### src/rtl/regfile_cmd_master_if.sv
// Register-file command bus bundle.
// Groups the UART byte stream, the register-file strobe/response pair and
// the status flags that connect the command master to its neighbours.
//   master modport : the command master (drives strobes, TX byte, status)
//   slave modport  : the surroundings (UART RX/TX side and register file)
// Signals:
//   RX_P_DATA/RX_D_VLD     received byte and its one-cycle valid pulse
//   WrEn/RdEn/Address/WrData register-file strobes, address, write data
//   RdData/RdData_VLD/wr_done register-file responses
//   TX_P_DATA/TX_D_VLD/TX_BUSY byte to the transmitter and its flow control
//   busy/cmd_err           master status
interface regfile_cmd_master_if #(
    parameter int unsigned DATA_WIDTH = 8,
    parameter int unsigned ADDR_WIDTH = 4
);
    logic [DATA_WIDTH-1:0] RX_P_DATA;
    logic                  RX_D_VLD;
    logic                  WrEn;
    logic                  RdEn;
    logic [ADDR_WIDTH-1:0] Address;
    logic [DATA_WIDTH-1:0] WrData;
    logic [DATA_WIDTH-1:0] RdData;
    logic                  RdData_VLD;
    logic                  wr_done;
    logic [DATA_WIDTH-1:0] TX_P_DATA;
    logic                  TX_D_VLD;
    logic                  TX_BUSY;
    logic                  busy;
    logic                  cmd_err;

    modport master (
        input  RX_P_DATA, RX_D_VLD, RdData, RdData_VLD, wr_done, TX_BUSY,
        output WrEn, RdEn, Address, WrData, TX_P_DATA, TX_D_VLD, busy, cmd_err
    );

    modport slave (
        output RX_P_DATA, RX_D_VLD, RdData, RdData_VLD, wr_done, TX_BUSY,
        input  WrEn, RdEn, Address, WrData, TX_P_DATA, TX_D_VLD, busy, cmd_err
    );
endinterface

### src/rtl/regfile_cmd_master.sv
// Register-file command master.
// Parses UART command frames (write: opcode, address, data; read: opcode,
// address), issues single-cycle register-file strobes, waits for the
// matching acknowledge with a bounded timeout and forwards read data to the
// UART transmitter.
// Ports:
//   CLK  system clock, rising edge
//   RST  asynchronous active-high reset
//   bus  regfile_cmd_master_if master modport (all outputs registered)
//
// state   | meaning
// --------+-------------------------------------------------------------
// IDLE    | waiting for an opcode byte
// WR_ADDR | write frame, waiting for the address byte
// WR_DATA | write frame, waiting for the data byte
// WR_WAIT | WrEn issued, waiting for wr_done (bounded)
// RD_ADDR | read frame, waiting for the address byte
// RD_WAIT | RdEn issued, waiting for RdData_VLD (bounded)
// TX_SEND | read data held, waiting for the transmitter to be free
module regfile_cmd_master #(
    parameter int unsigned           DATA_WIDTH  = 8,
    parameter int unsigned           ADDR_WIDTH  = 4,
    parameter logic [DATA_WIDTH-1:0] CMD_WR      = 8'hAA,
    parameter logic [DATA_WIDTH-1:0] CMD_RD      = 8'hBB,
    parameter int unsigned           RSP_TIMEOUT = 15
) (
    input logic                  CLK,
    input logic                  RST,
    regfile_cmd_master_if.master bus
);
    localparam int unsigned      CNT_W    = $clog2(RSP_TIMEOUT + 1);
    // The counter starts at 0 on the strobe edge, so the abort edge is the
    // one where it already holds RSP_TIMEOUT-1: cmd_err then lands exactly
    // RSP_TIMEOUT cycles after the strobe.
    localparam logic [CNT_W-1:0] CNT_LAST = CNT_W'(RSP_TIMEOUT - 1);

    typedef enum logic [2:0] {
        IDLE,
        WR_ADDR,
        WR_DATA,
        WR_WAIT,
        RD_ADDR,
        RD_WAIT,
        TX_SEND
    } state_t;

    state_t                state;
    logic [ADDR_WIDTH-1:0] addr_q;
    logic [DATA_WIDTH-1:0] tx_q;
    logic [CNT_W-1:0]      cnt;
    logic                  addr_ok;

    assign addr_ok = (bus.RX_P_DATA[DATA_WIDTH-1:ADDR_WIDTH] == '0);

    always_ff @(posedge CLK or posedge RST) begin
        if (RST) begin
            state         <= IDLE;
            addr_q        <= '0;
            tx_q          <= '0;
            cnt           <= '0;
            bus.WrEn      <= 1'b0;
            bus.RdEn      <= 1'b0;
            bus.Address   <= '0;
            bus.WrData    <= '0;
            bus.TX_P_DATA <= '0;
            bus.TX_D_VLD  <= 1'b0;
            bus.busy      <= 1'b0;
            bus.cmd_err   <= 1'b0;
        end else begin
            bus.WrEn     <= 1'b0;
            bus.RdEn     <= 1'b0;
            bus.TX_D_VLD <= 1'b0;
            bus.cmd_err  <= 1'b0;

            case (state)
                IDLE: begin
                    if (bus.RX_D_VLD) begin
                        if (bus.RX_P_DATA == CMD_WR) begin
                            state    <= WR_ADDR;
                            bus.busy <= 1'b1;
                        end else if (bus.RX_P_DATA == CMD_RD) begin
                            state    <= RD_ADDR;
                            bus.busy <= 1'b1;
                        end else begin
                            bus.cmd_err <= 1'b1;
                        end
                    end
                end

                WR_ADDR: begin
                    if (bus.RX_D_VLD) begin
                        if (addr_ok) begin
                            addr_q <= bus.RX_P_DATA[ADDR_WIDTH-1:0];
                            state  <= WR_DATA;
                        end else begin
                            bus.cmd_err <= 1'b1;
                            bus.busy    <= 1'b0;
                            state       <= IDLE;
                        end
                    end
                end

                WR_DATA: begin
                    if (bus.RX_D_VLD) begin
                        bus.WrEn    <= 1'b1;
                        bus.Address <= addr_q;
                        bus.WrData  <= bus.RX_P_DATA;
                        cnt         <= '0;
                        state       <= WR_WAIT;
                    end
                end

                WR_WAIT: begin
                    if (bus.RX_D_VLD) begin
                        bus.cmd_err <= 1'b1;
                    end
                    if (bus.wr_done) begin
                        bus.busy <= 1'b0;
                        state    <= IDLE;
                    end else if (cnt == CNT_LAST) begin
                        bus.cmd_err <= 1'b1;
                        bus.busy    <= 1'b0;
                        state       <= IDLE;
                    end else begin
                        cnt <= cnt + 1'b1;
                    end
                end

                RD_ADDR: begin
                    if (bus.RX_D_VLD) begin
                        if (addr_ok) begin
                            bus.RdEn    <= 1'b1;
                            bus.Address <= bus.RX_P_DATA[ADDR_WIDTH-1:0];
                            cnt         <= '0;
                            state       <= RD_WAIT;
                        end else begin
                            bus.cmd_err <= 1'b1;
                            bus.busy    <= 1'b0;
                            state       <= IDLE;
                        end
                    end
                end

                RD_WAIT: begin
                    if (bus.RX_D_VLD) begin
                        bus.cmd_err <= 1'b1;
                    end
                    if (bus.RdData_VLD) begin
                        tx_q  <= bus.RdData;
                        state <= TX_SEND;
                    end else if (cnt == CNT_LAST) begin
                        bus.cmd_err <= 1'b1;
                        bus.busy    <= 1'b0;
                        state       <= IDLE;
                    end else begin
                        cnt <= cnt + 1'b1;
                    end
                end

                TX_SEND: begin
                    if (bus.RX_D_VLD) begin
                        bus.cmd_err <= 1'b1;
                    end
                    // No timeout here: the transmitter always drains eventually.
                    if (!bus.TX_BUSY) begin
                        bus.TX_P_DATA <= tx_q;
                        bus.TX_D_VLD  <= 1'b1;
                        bus.busy      <= 1'b0;
                        state         <= IDLE;
                    end
                end

                default: begin
                    bus.busy <= 1'b0;
                    state    <= IDLE;
                end
            endcase
        end
    end
endmodule

### src/flat_wrapper.sv
// flat-port wrapper written by rule: the top's interface ports become plain ports
module regfile_cmd_master_flat 
#(
    parameter int unsigned           DATA_WIDTH  = 8,
    parameter int unsigned           ADDR_WIDTH  = 4,
    parameter logic [DATA_WIDTH-1:0] CMD_WR      = 8'hAA,
    parameter logic [DATA_WIDTH-1:0] CMD_RD      = 8'hBB,
    parameter int unsigned           RSP_TIMEOUT = 15
)
  (CLK, RST, bus_RX_P_DATA, bus_RX_D_VLD, bus_RdData, bus_RdData_VLD, bus_wr_done, bus_TX_BUSY, bus_WrEn, bus_RdEn, bus_Address, bus_WrData, bus_TX_P_DATA, bus_TX_D_VLD, bus_busy, bus_cmd_err);
  regfile_cmd_master_if #(.DATA_WIDTH(DATA_WIDTH), .ADDR_WIDTH(ADDR_WIDTH)) bus_i ();
  input logic CLK;
  input logic RST;
  input wire logic [$bits(bus_i.RX_P_DATA)-1:0] bus_RX_P_DATA;
  input wire logic [$bits(bus_i.RX_D_VLD)-1:0] bus_RX_D_VLD;
  input wire logic [$bits(bus_i.RdData)-1:0] bus_RdData;
  input wire logic [$bits(bus_i.RdData_VLD)-1:0] bus_RdData_VLD;
  input wire logic [$bits(bus_i.wr_done)-1:0] bus_wr_done;
  input wire logic [$bits(bus_i.TX_BUSY)-1:0] bus_TX_BUSY;
  output wire logic [$bits(bus_i.WrEn)-1:0] bus_WrEn;
  output wire logic [$bits(bus_i.RdEn)-1:0] bus_RdEn;
  output wire logic [$bits(bus_i.Address)-1:0] bus_Address;
  output wire logic [$bits(bus_i.WrData)-1:0] bus_WrData;
  output wire logic [$bits(bus_i.TX_P_DATA)-1:0] bus_TX_P_DATA;
  output wire logic [$bits(bus_i.TX_D_VLD)-1:0] bus_TX_D_VLD;
  output wire logic [$bits(bus_i.busy)-1:0] bus_busy;
  output wire logic [$bits(bus_i.cmd_err)-1:0] bus_cmd_err;
  assign bus_i.RX_P_DATA = bus_RX_P_DATA;
  assign bus_i.RX_D_VLD = bus_RX_D_VLD;
  assign bus_i.RdData = bus_RdData;
  assign bus_i.RdData_VLD = bus_RdData_VLD;
  assign bus_i.wr_done = bus_wr_done;
  assign bus_i.TX_BUSY = bus_TX_BUSY;
  assign bus_WrEn = bus_i.WrEn;
  assign bus_RdEn = bus_i.RdEn;
  assign bus_Address = bus_i.Address;
  assign bus_WrData = bus_i.WrData;
  assign bus_TX_P_DATA = bus_i.TX_P_DATA;
  assign bus_TX_D_VLD = bus_i.TX_D_VLD;
  assign bus_busy = bus_i.busy;
  assign bus_cmd_err = bus_i.cmd_err;
  regfile_cmd_master #(.DATA_WIDTH(DATA_WIDTH), .ADDR_WIDTH(ADDR_WIDTH), .CMD_WR(CMD_WR), .CMD_RD(CMD_RD), .RSP_TIMEOUT(RSP_TIMEOUT)) u_core (.CLK(CLK), .RST(RST), .bus(bus_i));
endmodule
### config.mk
export PLATFORM = sky130hd
export DESIGN_NAME = regfile_cmd_master_flat
export DESIGN_NICKNAME = d
export VERILOG_FILES = /design/src/rtl/regfile_cmd_master_if.sv /design/src/rtl/regfile_cmd_master.sv /design/src/flat_wrapper.sv
export SDC_FILE = /design/constraint.sdc
export NUM_CORES = 1
export LEC_CHECK = 0
export BUFFER_PORTS_ARGS = -buffer_cell sky130_fd_sc_hd__buf_2
export CAP_MARGIN = 25
export CORE_ASPECT_RATIO = 2
export CORE_MARGIN = 1.5
export CORE_UTILIZATION = 45
export DETAILED_ROUTE_END_ITERATION = 8
export PLACE_DENSITY = 0.76
export SLEW_MARGIN = 40
export SYNTH_ARGS = -nofsm -noshare
export SYNTH_HDL_FRONTEND = slang
export SYNTH_SLANG_ARGS = --single-unit
### constraint.sdc
create_clock -name CLK -period 2.5 [get_ports CLK]
set_clock_uncertainty 0.15 [all_clocks]
set_input_delay 0.375 -clock CLK [delete_from_list [all_inputs] [get_ports CLK]]
set_output_delay 0.375 -clock CLK [all_outputs]
set_load 0.05 [all_outputs]
==> impl_metrics.tcl <==
set metrics [dict create \
    dr.pass1.iters 4 \
    synth_warnings 0 \
    worst-slew-pin-transition_ps 474 \
    row_count 34 \
    avgViaCountPerCell 5.46 \
    dp_hpwl_um 3210 \
    avgSynthCellArea_um2 11.9 \
    final-instance-count-excl-fill 285 \
    numCtsBuffers 5 \
    startpoint_type "register" \
    yosysSeqAreaShare_pct 53.6 \
    antenna_cells 0 \
    syn_nets 197 \
    required_ps 2530 \
    finalHoldViolCount 0 \
    detail_route.wirelength_um 4340 \
    slew_violations 0 \
    crit_arrival_ps 2050 \
    fillCellCount 371 \
    end_kind "register" \
    synth_edf_count 0 \
    core_um2 4380 \
    avgRoutedWirePerCell_um 15.2 \
    yosys-top-cells-area "dfrtp_1, mux2_2, o21ai_0" \
    post_synth_num_cell_types 39 \
    critical_path.cell_chain "nor2b_1, nor3b_1, buf_4, mux2_2" \
    slew_headroom_pct 68.4 \
    fin_crit_ps 2020 \
    worst-path-max-fanout 15 \
    final-seq-area_um2 1100 \
    yosysTopAreaCellShare_pct 53.6 \
    vias 1557 \
    crit_slowest_cell "dfrtp_1" \
    drc 0 \
    portBuffers 46 \
    gr-total-overflow 0 \
    layout_common_cells "buf_2, dfrtp_1, mux2_2, nor2_1, o21ai_0" \
    antenna_left 0 \
    hold_class "input pin to register" \
    yosys.area.top_type "dfrtp_1" \
    multi_input_area_um2 908 \
    layout-drive-gt1-share_pct 42.9 \
    ir_drop_uv 664 \
    place_inst 276 \
    post_cts_resized 0 \
    layout.nets 254 \
    synth-main-ff-cell "dfrtp_1" \
    post_cts_buffers 0 \
    gp_congestion 0.900 \
    synthesis.area_um2 2060 \
    clkTransAtPathRegs_ps 80 \
    fin_setup_tns_ps 0 \
    synth-seq-cells 44 \
    grt_max_degree 24 \
    die_h_um 98.6 \
    grt_pass1_vias 1584 \
    synth_cells 173 \
    finalWorstSetupSlack_ps 481 \
    place_ws_ps 427 \
    maxCapViolCount 0 \
    layout_commonest_cell "buf_2" \
    insertion_delay_ps 300 \
    initial_utilization_pct 46.9 \
    reg2reg_slack_ps 480 \
    cts_tree "built" \
    htreeDepth 2 \
    fmax_mhz 495 \
    fp.dieArea_um2 5010 \
    power_density_nw_per_um2 811 \
    ios 47 \
    critPathMaxStageDelay_ps 640 \
    grtUsageTotal_pct 19.1 \
    hold_buffers 1 \
    grt_pass1_wl_um 7310 \
    clock-root-buffer "clkbuf_8" \
    p_leak_nw 1.20 \
    status "finished, final reports clean" \
    path_class "register to register" \
    die_x_um 50.8 \
    period_share_pct 80.8 \
    async_flop_share_pct 100 \
    drt-initial-drc-count 41 \
    antenna_found_initial 0 \
    setup_viol 0 \
    rsz0062_at_grt "false" \
    clk_path_buf_depth 2 \
    cts.sinks 44 \
    area_delta_synth_final_pct 21.1 \
]
-- kinds of logic (layout without fill, tap and decap cells) --
kind of cell | count (synthesis) | count (layout) | share of synthesized area [%]
buffers and inverters | 10 | 68 | 2.25
multiplexers | 33 | 33 | 17.8
XOR/XNOR | 1 | 1 | 0.426
AO/OA/AOI/OAI | 39 | 39 | 12.7
adder cells (fa/ha/maj) | 2 | 2 | 1.22
flip-flops | 44 | 44 | 53.6
AND/OR/NAND/NOR | 44 | 44 | 12.1
-- layer usage --
metal | up-vias | global-route usage (%) | wire, µm
met1 | 759 | 22.5 | 1680
met5 | - | 0 | 0
met3 | 10 | 3.64 | 201
met2 | 43 | 32.8 | 2350
met4 | 0 | 8.94 | 112
li1 | 745 | - | -
-- path summary, 6_finish.rpt --
kind	from	end	cells after the start
hold / removal	bus_RdData[0]	u_core.tx_q[0]$_DFFE_PP0P_	2
setup reg to reg	u_core.state[1]$_DFFE_PP0P_	u_core.bus.TX_P_DATA[4]$_DFFE_PP0P_	4
setup / recovery	u_core.state[1]$_DFFE_PP0P_	u_core.bus.TX_P_DATA[4]$_DFFE_PP0P_	4
hold reg to reg	u_core.tx_q[7]$_DFFE_PP0P_	u_core.bus.TX_P_DATA[7]$_DFFE_PP0P_	1
max in group asynchronous	RST	u_core.bus.TX_P_DATA[5]$_DFFE_PP0P_	4
min in group asynchronous	RST	u_core.state[2]$_DFFE_PP0P_	4
-- report_power, final --
part | total [mW] | switching [mW] | internal (mW)
clock network | 0.451 | 0.227 | 0.224
logic | 0.678 | 0.475 | 0.203
registers | 0.890 | 0.0831 | 0.807
total | 2.02 | 0.785 | 1.23
-- synth_stat cells, types with 2 or more instances --
cell type / count
dfrtp_1: 44
mux2_2: 29
nor2_1: 12
o21ai_0: 10
a21oi_1: 7
nand2_1: 6
inv_1: 5
nand2b_1: 5
buf_2: 4
mux2i_1: 4
o31ai_1: 4
a31oi_1: 3
nor3b_1: 3
a211oi_1: 2
a21oi_2: 2
ha_1: 2
nand3_1: 2
nand4_1: 2
nor2_2: 2
nor2b_1: 2
nor3_1: 2
nor4_1: 2
o2111ai_1: 2
o22ai_1: 2
-- registers in the layout, indices dropped and copies added, names as in the netlist --
register              flops
u_core.addr_q             4
u_core.bus.RdEn           1
u_core.tx_q               8
u_core.bus.TX_D_VLD       1
u_core.bus.cmd_err        1
u_core.bus.WrData         8
u_core.cnt                4
u_core.bus.Address        4
u_core.bus.WrEn           1
u_core.bus.TX_P_DATA      8
u_core.bus.busy           1
u_core.state              3
-- stage by stage --
| step | power (mW) | hold slack [ps] | area (µm²) | util, % |
|---|---|---|---|---|
| 6_report | 2.02 | 151 | 2490 | 56.8 |
| 5_1_grt | 2.11 | 156 | 2490 | 56.8 |
| 4_1_cts | 2.04 | 155 | 2490 | 56.8 |
| 3_5_place_dp | 1.58 | 284 | 2390 | 54.5 |
| 3_3_place_gp | 1.57 | 285 | 2390 | 54.5 |
| 2_1_floorplan | 1.40 | 324 | 2060 | - |
-- worst max-delay path: cells and delay by family, from the launching register on --
kind	cells	cell delay (ps)
multiplexers	1	340
buffers and inverters	1	220
AND/OR/NAND/NOR	2	550
flip-flops	1	640
-- layout make-up --
type | count | share of cell area (%)
Sequential cell | 44 | 44.2
Multi-Input combinational cell | 119 | 36.5
Timing Repair Buffer | 55 | 12.1
Clock buffer | 7 | 3.47
Tap cell | 54 | 2.71
Inverter | 5 | 0.754
Clock inverter | 1 | 0.302
No activity file was read; power rests on OpenSTA's default activity.
